--- config.mk ---
export PLATFORM = sky130hd
export DESIGN_NAME = led_channel_driver
export DESIGN_NICKNAME = d
export VERILOG_FILES = /design/src/rtl/led_drv_pkg.sv /design/src/rtl/led_channel.sv /design/src/rtl/led_channel_driver.sv
export SDC_FILE = /design/constraint.sdc
export NUM_CORES = 1
export LEC_CHECK = 0
export BUFFER_PORTS_ARGS = -buffer_cell sky130_fd_sc_hd__buf_2
export CORE_UTILIZATION = 45
export CTS_BUF_LIST = sky130_fd_sc_hd__clkbuf_4
export CTS_CLUSTER_DIAMETER = 30
export DETAILED_ROUTE_END_ITERATION = 7
export PLACE_DENSITY = 0.61
export SLEW_MARGIN = 20
export SYNTH_ARGS = -nofsm -noshare
export SYNTH_HDL_FRONTEND = slang
export SYNTH_SLANG_ARGS = --single-unit
--- constraint.sdc ---
create_clock -name clk -period 2.7 [get_ports clk]
set_input_delay 0.405 -clock clk [delete_from_list [all_inputs] [get_ports clk]]
set_output_delay 0.405 -clock clk [all_outputs]
set_load 0.005 [all_outputs]
--- src/rtl/led_drv_pkg.sv ---
// ---------------------------------------------------------------------------
// led_drv_pkg
// Shared definitions for the LED channel driver: channel mode encoding and
// the prescaler reload helper used to derive the base tick.
// ---------------------------------------------------------------------------
package led_drv_pkg;

  // Channel operating modes; the encoding matches the cfg_mode write field.
  typedef enum logic [1:0] {
    MODE_OFF     = 2'd0,
    MODE_ON      = 2'd1,
    MODE_BLINK   = 2'd2,
    MODE_BREATHE = 2'd3
  } led_mode_e;

  // Prescaler reload value: the tick fires once every reload+1 clocks.
  function automatic int presc_reload(input int clk_hz, input int tick_hz);
    return clk_hz / tick_hz - 1;
  endfunction

endpackage

--- src/rtl/led_channel.sv ---
// ---------------------------------------------------------------------------
// led_channel
// State for one LED channel: mode, period, duty, period counter, blink phase
// and breathe level/direction. Produces the unregistered "lit" request that
// the top registers onto the pin.
//
// Ports:
//   clk, rst      clock, synchronous active-high reset
//   tick_i        one-cycle base tick from the shared prescaler
//   pwm_cnt_i     shared free-running PWM counter
//   wr_i          write strobe (accepted write addressed to this channel)
//   mode_i        new mode
//   period_i      new blink half-period / breathe step interval, in ticks
//   duty_i        new brightness or breathe ceiling
//   lit_o         1 = LED should be lit this cycle
// ---------------------------------------------------------------------------
module led_channel
  import led_drv_pkg::*;
#(
  parameter int PWM_BITS    = 8,
  parameter int PERIOD_BITS = 16
) (
  input  logic                   clk,
  input  logic                   rst,
  input  logic                   tick_i,
  input  logic [PWM_BITS-1:0]    pwm_cnt_i,
  input  logic                   wr_i,
  input  logic [1:0]             mode_i,
  input  logic [PERIOD_BITS-1:0] period_i,
  input  logic [PWM_BITS-1:0]    duty_i,
  output logic                   lit_o
);

  led_mode_e              mode_q, mode_d;
  logic [PERIOD_BITS-1:0] period_q, period_d;
  logic [PWM_BITS-1:0]    duty_q, duty_d;
  logic [PERIOD_BITS-1:0] cnt_q, cnt_d;
  logic                   phase_q, phase_d;
  logic [PWM_BITS-1:0]    level_q, level_d;
  logic                   dir_down_q, dir_down_d;

  // Counter reload value: a period of 0 behaves like a period of 1.
  function automatic logic [PERIOD_BITS-1:0] reload_of(input logic [PERIOD_BITS-1:0] p);
    return (p == '0) ? '0 : p - PERIOD_BITS'(1);
  endfunction

  // All-ones duty is forced fully on; otherwise a plain compare.
  function automatic logic pwm_on(input logic [PWM_BITS-1:0] d,
                                  input logic [PWM_BITS-1:0] cnt);
    return (d == '1) | (cnt < d);
  endfunction

  always_comb begin
    mode_d     = mode_q;
    period_d   = period_q;
    duty_d     = duty_q;
    cnt_d      = cnt_q;
    phase_d    = phase_q;
    level_d    = level_q;
    dir_down_d = dir_down_q;
    if (wr_i) begin
      // A write always restarts the channel, and overrides a coincident tick.
      mode_d     = led_mode_e'(mode_i);
      period_d   = period_i;
      duty_d     = duty_i;
      cnt_d      = reload_of(period_i);
      phase_d    = 1'b1;
      level_d    = '0;
      dir_down_d = 1'b0;
    end else if (tick_i && (mode_q == MODE_BLINK || mode_q == MODE_BREATHE)) begin
      if (cnt_q == '0) begin
        cnt_d = reload_of(period_q);
        if (mode_q == MODE_BLINK) begin
          phase_d = ~phase_q;
        end else if (!dir_down_q) begin
          // At the ceiling, turn around but hold the level for this step.
          if (level_q == duty_q) dir_down_d = 1'b1;
          else                   level_d    = level_q + PWM_BITS'(1);
        end else begin
          // At zero, turn around but hold the level for this step.
          if (level_q == '0) dir_down_d = 1'b0;
          else               level_d    = level_q - PWM_BITS'(1);
        end
      end else begin
        cnt_d = cnt_q - PERIOD_BITS'(1);
      end
    end
  end

  always_ff @(posedge clk) begin
    if (rst) begin
      mode_q     <= MODE_OFF;
      period_q   <= '0;
      duty_q     <= '0;
      cnt_q      <= '0;
      phase_q    <= 1'b1;
      level_q    <= '0;
      dir_down_q <= 1'b0;
    end else begin
      mode_q     <= mode_d;
      period_q   <= period_d;
      duty_q     <= duty_d;
      cnt_q      <= cnt_d;
      phase_q    <= phase_d;
      level_q    <= level_d;
      dir_down_q <= dir_down_d;
    end
  end

  always_comb begin
    lit_o = 1'b0;
    unique case (mode_q)
      MODE_OFF:     lit_o = 1'b0;
      MODE_ON:      lit_o = pwm_on(duty_q, pwm_cnt_i);
      MODE_BLINK:   lit_o = phase_q & pwm_on(duty_q, pwm_cnt_i);
      MODE_BREATHE: lit_o = pwm_on(level_q, pwm_cnt_i);
      default:      lit_o = 1'b0;
    endcase
  end

endmodule

--- src/rtl/led_channel_driver.sv ---
// ---------------------------------------------------------------------------
// led_channel_driver
// N-channel LED driver: shared tick prescaler and PWM counter, per-channel
// OFF/ON/BLINK/BREATHE modes configured through a valid/ready write port.
//
// Ports:
//   clk, rst     clock, synchronous active-high reset
//   cfg_valid    config write request
//   cfg_ready    config accept (high from the first cycle after reset)
//   cfg_chan     target channel
//   cfg_mode     0 OFF, 1 ON, 2 BLINK, 3 BREATHE
//   cfg_period   blink half-period / breathe step interval, in ticks
//   cfg_duty     brightness (ON/BLINK) or breathe ceiling
//   cfg_err      one-cycle pulse after a write to a nonexistent channel
//   tick         one-cycle pulse at TICK_HZ
//   led_out      registered LED pins, polarity per ACTIVE_LOW
// ---------------------------------------------------------------------------
module led_channel_driver
  import led_drv_pkg::*;
#(
  parameter int CHANNELS    = 3,
  parameter int CLK_HZ      = 12000000,
  parameter int TICK_HZ     = 1000,
  parameter int PWM_BITS    = 8,
  parameter int PERIOD_BITS = 16,
  parameter int ACTIVE_LOW  = 1,
  localparam int CW         = (CHANNELS > 1) ? $clog2(CHANNELS) : 1
) (
  input  logic                   clk,
  input  logic                   rst,
  input  logic                   cfg_valid,
  output logic                   cfg_ready,
  input  logic [CW-1:0]          cfg_chan,
  input  logic [1:0]             cfg_mode,
  input  logic [PERIOD_BITS-1:0] cfg_period,
  input  logic [PWM_BITS-1:0]    cfg_duty,
  output logic                   cfg_err,
  output logic                   tick,
  output logic [CHANNELS-1:0]    led_out
);

  localparam int RELOAD  = presc_reload(CLK_HZ, TICK_HZ);
  localparam int PRESC_W = (RELOAD > 1) ? $clog2(RELOAD + 1) : 1;
  // Pin level of an unlit LED; also the reset value of the pins.
  localparam logic [CHANNELS-1:0] LED_DARK = (ACTIVE_LOW != 0) ? {CHANNELS{1'b1}} : '0;

  logic [PRESC_W-1:0]  presc_q, presc_d;
  logic                tick_q;
  logic [PWM_BITS-1:0] pwm_cnt_q;
  logic                ready_q;
  logic                err_q;
  logic [CHANNELS-1:0] led_q;
  logic [CHANNELS-1:0] lit;
  logic                accept;
  logic                chan_ok;

  assign accept  = cfg_valid & ready_q;
  assign chan_ok = {{(32-CW){1'b0}}, cfg_chan} < 32'(CHANNELS);
  assign presc_d = (presc_q == '0) ? PRESC_W'(RELOAD) : presc_q - PRESC_W'(1);

  always_ff @(posedge clk) begin
    if (rst) begin
      presc_q   <= PRESC_W'(RELOAD);
      tick_q    <= 1'b0;
      pwm_cnt_q <= '0;
      ready_q   <= 1'b0;
      err_q     <= 1'b0;
      led_q     <= LED_DARK;
    end else begin
      presc_q   <= presc_d;
      tick_q    <= (presc_q == '0);
      pwm_cnt_q <= pwm_cnt_q + PWM_BITS'(1);
      ready_q   <= 1'b1;
      err_q     <= accept & ~chan_ok;
      led_q     <= lit ^ LED_DARK;
    end
  end

  for (genvar gi = 0; gi < CHANNELS; gi++) begin : g_chan
    led_channel #(
      .PWM_BITS   (PWM_BITS),
      .PERIOD_BITS(PERIOD_BITS)
    ) u_chan (
      .clk      (clk),
      .rst      (rst),
      .tick_i   (tick_q),
      .pwm_cnt_i(pwm_cnt_q),
      .wr_i     (accept && (cfg_chan == CW'(gi))),
      .mode_i   (cfg_mode),
      .period_i (cfg_period),
      .duty_i   (cfg_duty),
      .lit_o    (lit[gi])
    );
  end

  assign cfg_ready = ready_q;
  assign cfg_err   = err_q;
  assign tick      = tick_q;
  assign led_out   = led_q;

endmodule

======== Word-level counts from Yosys, hierarchy flattened ========
Cells that the tools add are included.
W data, S select, Z words.
storage, ports and cells
  output and inout bits ................... 6
  input port bits ......................... 31
  logic and storage cells ................. 169
  register bits after elaboration ......... 184
operators by class
  eq/ne operators ......................... 26
  reductions and logical operators ........ 40
  magnitude comparators ................... 7
  add/subtract/negate cells ............... 15
  bitwise gates (word level) .............. 19
  multiplexer cells ....................... 35
operators with widths
  cell                     number
  $mux W16                 13
  $logic_not A16 Y1        7
  $sub A16 B1 Y16 const B  7
  $mux W8                  9
  $eq A8 B8 Y1 const B     6
  $lt A8 B8 Y1             6
  $add A8 B1 Y8 const B    4
  $eq A8 B8 Y1             3
  $logic_not A8 Y1         3
  $sub A8 B1 Y8 const B    3
  $reduce_and A3 Y1        6
  $reduce_and A5 Y1        3
  $eq A2 B2 Y1 const B     7
  $logic_not A14 Y1        1
  $sub A14 B1 Y14 const B  1
  $pmux W1 S4              3
  $mux W1                  10
  $eq A2 B1 Y1 const B     4
  $logic_not A2 Y1         4
  $reduce_or A2 Y1         4
  $not A1 Y1               7
  $logic_and A1 B1 Y1      6
  $ne A2 B1 Y1 const B     3
  $ne A2 B2 Y1 const B     3
  other kinds (6)          19

======== Logic depth before layout (Yosys ltp) ========
  depth in word-level cells ............... 5
  gate-level depth with buffers ........... 9
  gate-level depth less buffers ........... 8

======== Cells and area by module ========
Synthesis repeated with hierarchy kept, for this count alone.
unflattened totals
  cells, all modules ...................... 1567
  area, all modules ....................... 12694.7 um2
modules (own cells, without submodules)
  module                              times used  cells each  sequential area each (um2)  area an instance (um2)
  led_channel (g_chan[0].u_chan ...)  2           481         1041.0                      3851.2
  led_channel (g_chan[2].u_chan)      1           477         1041.0                      3828.7
  led_channel_driver                  1           128         560.5                       1163.6

======== Worst setup path before layout ========
Ideal clock, no wire load.
  path kind ............................... in2reg
  start ................................... input port cfg_period[0]
  end ..................................... register g_chan[1].u_chan.cnt_q[2]
  buffers on the path ..................... 1
  arrival time ............................ 2253 ps
  required time ........................... 2567 ps
  stages .................................. 9
  setup slack ............................. 314 ps
  cells stage by stage .................... clkbuf_1 inv_1 ha_1 or4b_2 nor3_2 nor2b_1 nor2_1 nor2_1 nor4_1
on the way
  word-level cells in the longest chain between the ends .. 3
  elaborated cells between the ends (all ways) .. 4
  those cells by class .................... add/sub: 1; mux: 2; reduce/logical: 1
ends and longest elaborated chain
  item                                                  RTL line                  text
  from (decl)                                           led_channel_driver.sv:35  input logic [PERIOD_BITS-1:0] cfg_period,
  $sub A16 B1 Y16 or $logic_not A16 Y1 (tied branches)  led_channel.sv:44         return (p == '0) ? '0 : p - PERIOD_BITS'(1);
  $mux W16 (*)                                          led_channel.sv:44
  $mux W16 (*)                                          led_channel.sv:61         if (wr_i) begin
  to (signal assigned)                                  led_channel.sv:103        cnt_q <= cnt_d;
  to (decl)                                             led_channel.sv:37         logic [PERIOD_BITS-1:0] cnt_q, cnt_d;
Every way passes the cells marked *; elsewhere a longest branch is shown, timed or not.
A chain may end at the register's enable or synchronous reset.

======== Final worst setup path ========
  start ................................... register g_chan[2].u_chan.cnt_q[11]
  end ..................................... register g_chan[2].u_chan.cnt_q[11]
on the way
  word-level cells in the longest chain between the ends .. 4
  elaborated cells between the ends (all ways) .. 5
  those cells by class .................... add/sub: 1; mux: 3; reduce/logical: 1
ends and longest elaborated chain
  item                                                  RTL line                              text
  from (decl)                                           led_channel.sv:37
  from (signal assigned)                                led_channel.sv:103
  $sub A16 B1 Y16 or $logic_not A16 Y1 (tied branches)  led_channel.sv:85, led_channel.sv:71
  $mux W16 (*)                                          led_channel.sv:71                     if (cnt_q == '0) begin
  $mux W16 (*)                                          led_channel.sv:70                     end else if (tick_i && (mode_q == MODE_BLINK || mode_q == MODE_BREATHE)) begin
  $mux W16 (*)                                          led_channel.sv:61
Every way passes the cells marked *; elsewhere a longest branch is shown, timed or not. The select of a mux whose other input is x is not followed.

==> results.json <==
{
  "postCtsSetupRepairBufs": 0,
  "finalHoldWorstSlack_ns": 0.0744,
  "synth-seq-cells": 184,
  "starting_density_of_the_core_pct": 46.1,
  "place_congestion": 0.907,
  "cp-start-kind": "flip-flop",
  "instance_area_after_placement_um2": 12700,
  "final_setup_fails": 0,
  "totalNegativeSetupSlack_ns": 0,
  "worstSkewPairLatency_ns": 0.60,
  "syn_inst_count": 1589,
  "synth_warnings": 0,
  "hpwlAfterDp_um": 25900,
  "violations": "design-rule violations",
  "core_area_um2": 26100,
  "power.share.combinational_pct": 20.4,
  "synth.top_cells.by_count": "244 x sky130_fd_sc_hd__nand2_1, 184 x sky130_fd_sc_hd__dfxtp_1, 147 x sky130_fd_sc_hd__a21oi_1",
  "synth.largest_area_cell": "sky130_fd_sc_hd__dfxtp_1",
  "fin_ws_ns": 0.207,
  "synth_edf_count": 0,
  "drt_first_pass_iters": 7,
  "wire_length_of_the_first_global_routing_pass_um": 56200,
  "synth.area.top_cells": "sky130_fd_sc_hd__dfxtp_1 31%, sky130_fd_sc_hd__ha_1 8.0%, sky130_fd_sc_hd__nand2_1 7.6%",
  "grt-ovfl-total": 0,
  "first_global_vias": 10500,
  "cts.repair.resized": 0,
  "clk_transition_reported_paths_ns": 0.16,
  "utilization_pct": 49.8,
  "worst-slew-pin-transition_ns": 0.696,
  "post_synth_instance_area_um2": 12000,
  "clk_root_buffer_cell": "sky130_fd_sc_hd__clkbuf_4",
  "powerDensity_nw_per_um2": 421,
  "synthDistinctLibCells": 74,
  "rsz_0062_raised_after_global_routing": "false",
  "clock_sinks": 184,
  "final_min_period_over_clock_period_pct": 92.3,
  "cp_data_required_time_ns": 3.19,
  "vias": 11400,
  "setup.worst_path.class": "reg2reg",
  "postRouteWirelength_um": 35100,
  "final-hold-violation-count": 0,
  "number_of_placed_instances_with_taps_included": 1934,
  "post-synth-top-count-cell": "sky130_fd_sc_hd__nand2_1",
  "drt-vias-per-instance": 5.81,
  "yosys_most_used_dff": "sky130_fd_sc_hd__dfxtp_1",
  "power_switching_mw": 1.82,
  "finalWorstPathRequiredPeriod_ns": 2.49,
  "slew_headroom_pct": 53.4,
  "groute.usage.overall_pct": 26.2,
  "layoutNonFillerInstCount": 1966,
  "asyncSetResetFlopFracSynth_pct": 0,
  "drtAntennaViolNets": 0,
  "floorplan.die.height_um": 166,
  "drcViolationCount": 6,
  "pin_count_of_the_biggest_net_entering_global_routing": 80,
  "io-pin-count": 37,
  "areaGrowthSynthToFinish_pct": 8.03,
  "fp.dieArea_um2": 27400,
  "cellInternalPower_mw": 3.66,
  "vdd.ir_drop.worst_mv": 0.256,
  "port_buffers": 36,
  "row_count": 59,
  "outcome": "complete, but fails checks",
  "design.final.nets": 1729,
  "syn_area_per_cell_um2": 7.58,
  "maxSlewViolCount": 0,
  "finalPower_mw": 5.48,
  "ctsLongestPathBuffers": 2,
  "end_kind": "flip-flop",
  "routed_wire_length_per_instance_um": 17.9,
  "timing.hold.worst.class": "in2reg",
  "cts_htree_levels": 4,
  "timing.critical_path.fanout_max": 9,
  "drive_gt1_share_pct": 8.96,
  "die_width_um": 166,
  "power_frac_clock_pct": 27.5,
  "final.setup_skew_ns": 0.0294,
  "p_sw_share_pct": 33.2,
  "layout_fillers": 2675,
  "total_leakage_power_nw": 4.96,
  "synth.net_count": 1700,
  "cap_viol_max_count": 0,
  "numCtsBuffers": 17,
  "drt-initial-drc-count": 794,
  "final_design_area_no_fill_um2": 13000,
  "antenna_found_initial": 1,
  "post_cts_hold_buffer_count": 0,
  "maxClockFrequency_mhz": 401,
  "arrival_time_reported_for_the_critical_path_endpoint_ns": 2.98,
  "sequentialPowerShare_pct": 52.1,
  "synth_top_area_share_pct": 30.6,
  "detailedPlace.worstSlack_ns": 0.142,
  "tritoncts": "yes",
  "seq_total_area_yosys_pct": 30.6
}
==> area by class of cell <==
class	count	area, µm²	area share [%]
clock inverter	13	121	0.933
tap	335	419	3.22
clock buffer	18	135	1.04
antenna	1	2.50	0.0192
sequential	184	3680	28.3
multi-input combinational	1255	7780	59.8
inverter	77	289	2.22
timing repair buffer	83	573	4.41
==> sequential cells by signal (all words and copies together) (netlist names) <==
signal,cells
g_chan.u_chan.level_q,24
cfg_ready,1
g_chan.u_chan.mode_q,6
g_chan.u_chan.period_q,48
tick,1
g_chan.u_chan.duty_q,24
g_chan.u_chan.cnt_q,48
led_out,3
g_chan.u_chan.dir_down_q,3
g_chan.u_chan.phase_q,3
presc_q,14
pwm_cnt_q,8
cfg_err,1
==> critical path: stages (launching register included) <==
cell                       delay, ns
sky130_fd_sc_hd__dfxtp_1        0.38
sky130_fd_sc_hd__or4_4          0.57
sky130_fd_sc_hd__nor4_1         0.38
sky130_fd_sc_hd__nand2_1        0.25
sky130_fd_sc_hd__nor2_2         0.40
sky130_fd_sc_hd__nand3_1        0.13
sky130_fd_sc_hd__a221oi_1       0.29
==> logic make-up (layout without fill, tap and decap cells) <==
logic type                 Yosys count  in the layout  share of synthesized area [%]
buffers and inverters              150            191                           4.92
xor gates and xnor gates           110            110                           8.00
muxes                               28             28                           2.38
AOI/OAI and AO/OA                  320            320                           16.2
other                                0              1                              0
DFF                                184            184                           30.6
and+or+nand+nor                    717            717                           29.4
adders and majority gates           80             80                           8.50
==> per-layer routing <==
layer	routed length, µm	track usage, %	up-vias
li1	-	-	5732
met3	2000	4.37	54
met4	809	7.27	0
met2	15800	41.9	328
met1	16500	36.1	5306
met5	0	0	-
==> cell usage in the layout, fill, tap and decap left out, drive strengths merged, types with 5 or more instances in the layout <==
master / Yosys / routed
a211oi: 18 / 18
a21o: 15 / 15
a21oi: 147 / 147
a221oi: 13 / 13
a31oi: 8 / 8
and2: 10 / 10
and3: 9 / 9
buf: 11 / 83
clkbuf: 62 / 18
clkinvlp: 0 / 5
dfxtp: 184 / 184
ha: 77 / 77
inv: 77 / 81
mux2: 5 / 5
mux2i: 23 / 23
nand2: 244 / 244
nand2b: 11 / 11
nand3: 49 / 49
nand3b: 5 / 5
nand4: 30 / 30
nor2: 145 / 145
nor2b: 8 / 8
nor3: 78 / 78
nor3b: 12 / 12
nor4: 64 / 64
nor4b: 6 / 6
o211ai: 7 / 7
o21ai: 58 / 58
o22ai: 7 / 7
o31ai: 7 / 7
o41ai: 9 / 9
or3: 14 / 14
or4: 19 / 19
xnor2: 62 / 62
xor2: 48 / 48
==> power by group through the flow <==
stage / combinational [mW] / clock (mW) / sequential (mW)
floorplan: 0.760 / 0 / 2.89
global placement: 1.09 / 0 / 2.91
detailed placement: 1.09 / 0 / 2.91
CTS: 1.10 / 1.56 / 2.85
global route: 1.22 / 1.65 / 2.87
finish: 1.12 / 1.51 / 2.86
==> worst paths after layout <==
| check | start | end | slack [ns] | depth (start not counted) |
|---|---|---|---|---|
| worst max-delay path | g_chan[2].u_chan.cnt_q[11]$_SDFFE_PP0P_ | g_chan[2].u_chan.cnt_q[11]$_SDFFE_PP0P_ | 0.21 | 6 |
| worst min-delay path | cfg_duty[4] | g_chan[2].u_chan.duty_q[4]$_SDFFE_PP0P_ | 0.07 | 3 |
| worst max register to register | g_chan[2].u_chan.cnt_q[11]$_SDFFE_PP0P_ | g_chan[2].u_chan.cnt_q[11]$_SDFFE_PP0P_ | 0.21 | 6 |
| worst min register to register | presc_q[0]$_SDFF_PP1_ | presc_q[0]$_SDFF_PP1_ | 0.43 | 1 |
Power figures use the tool's default switching activity.
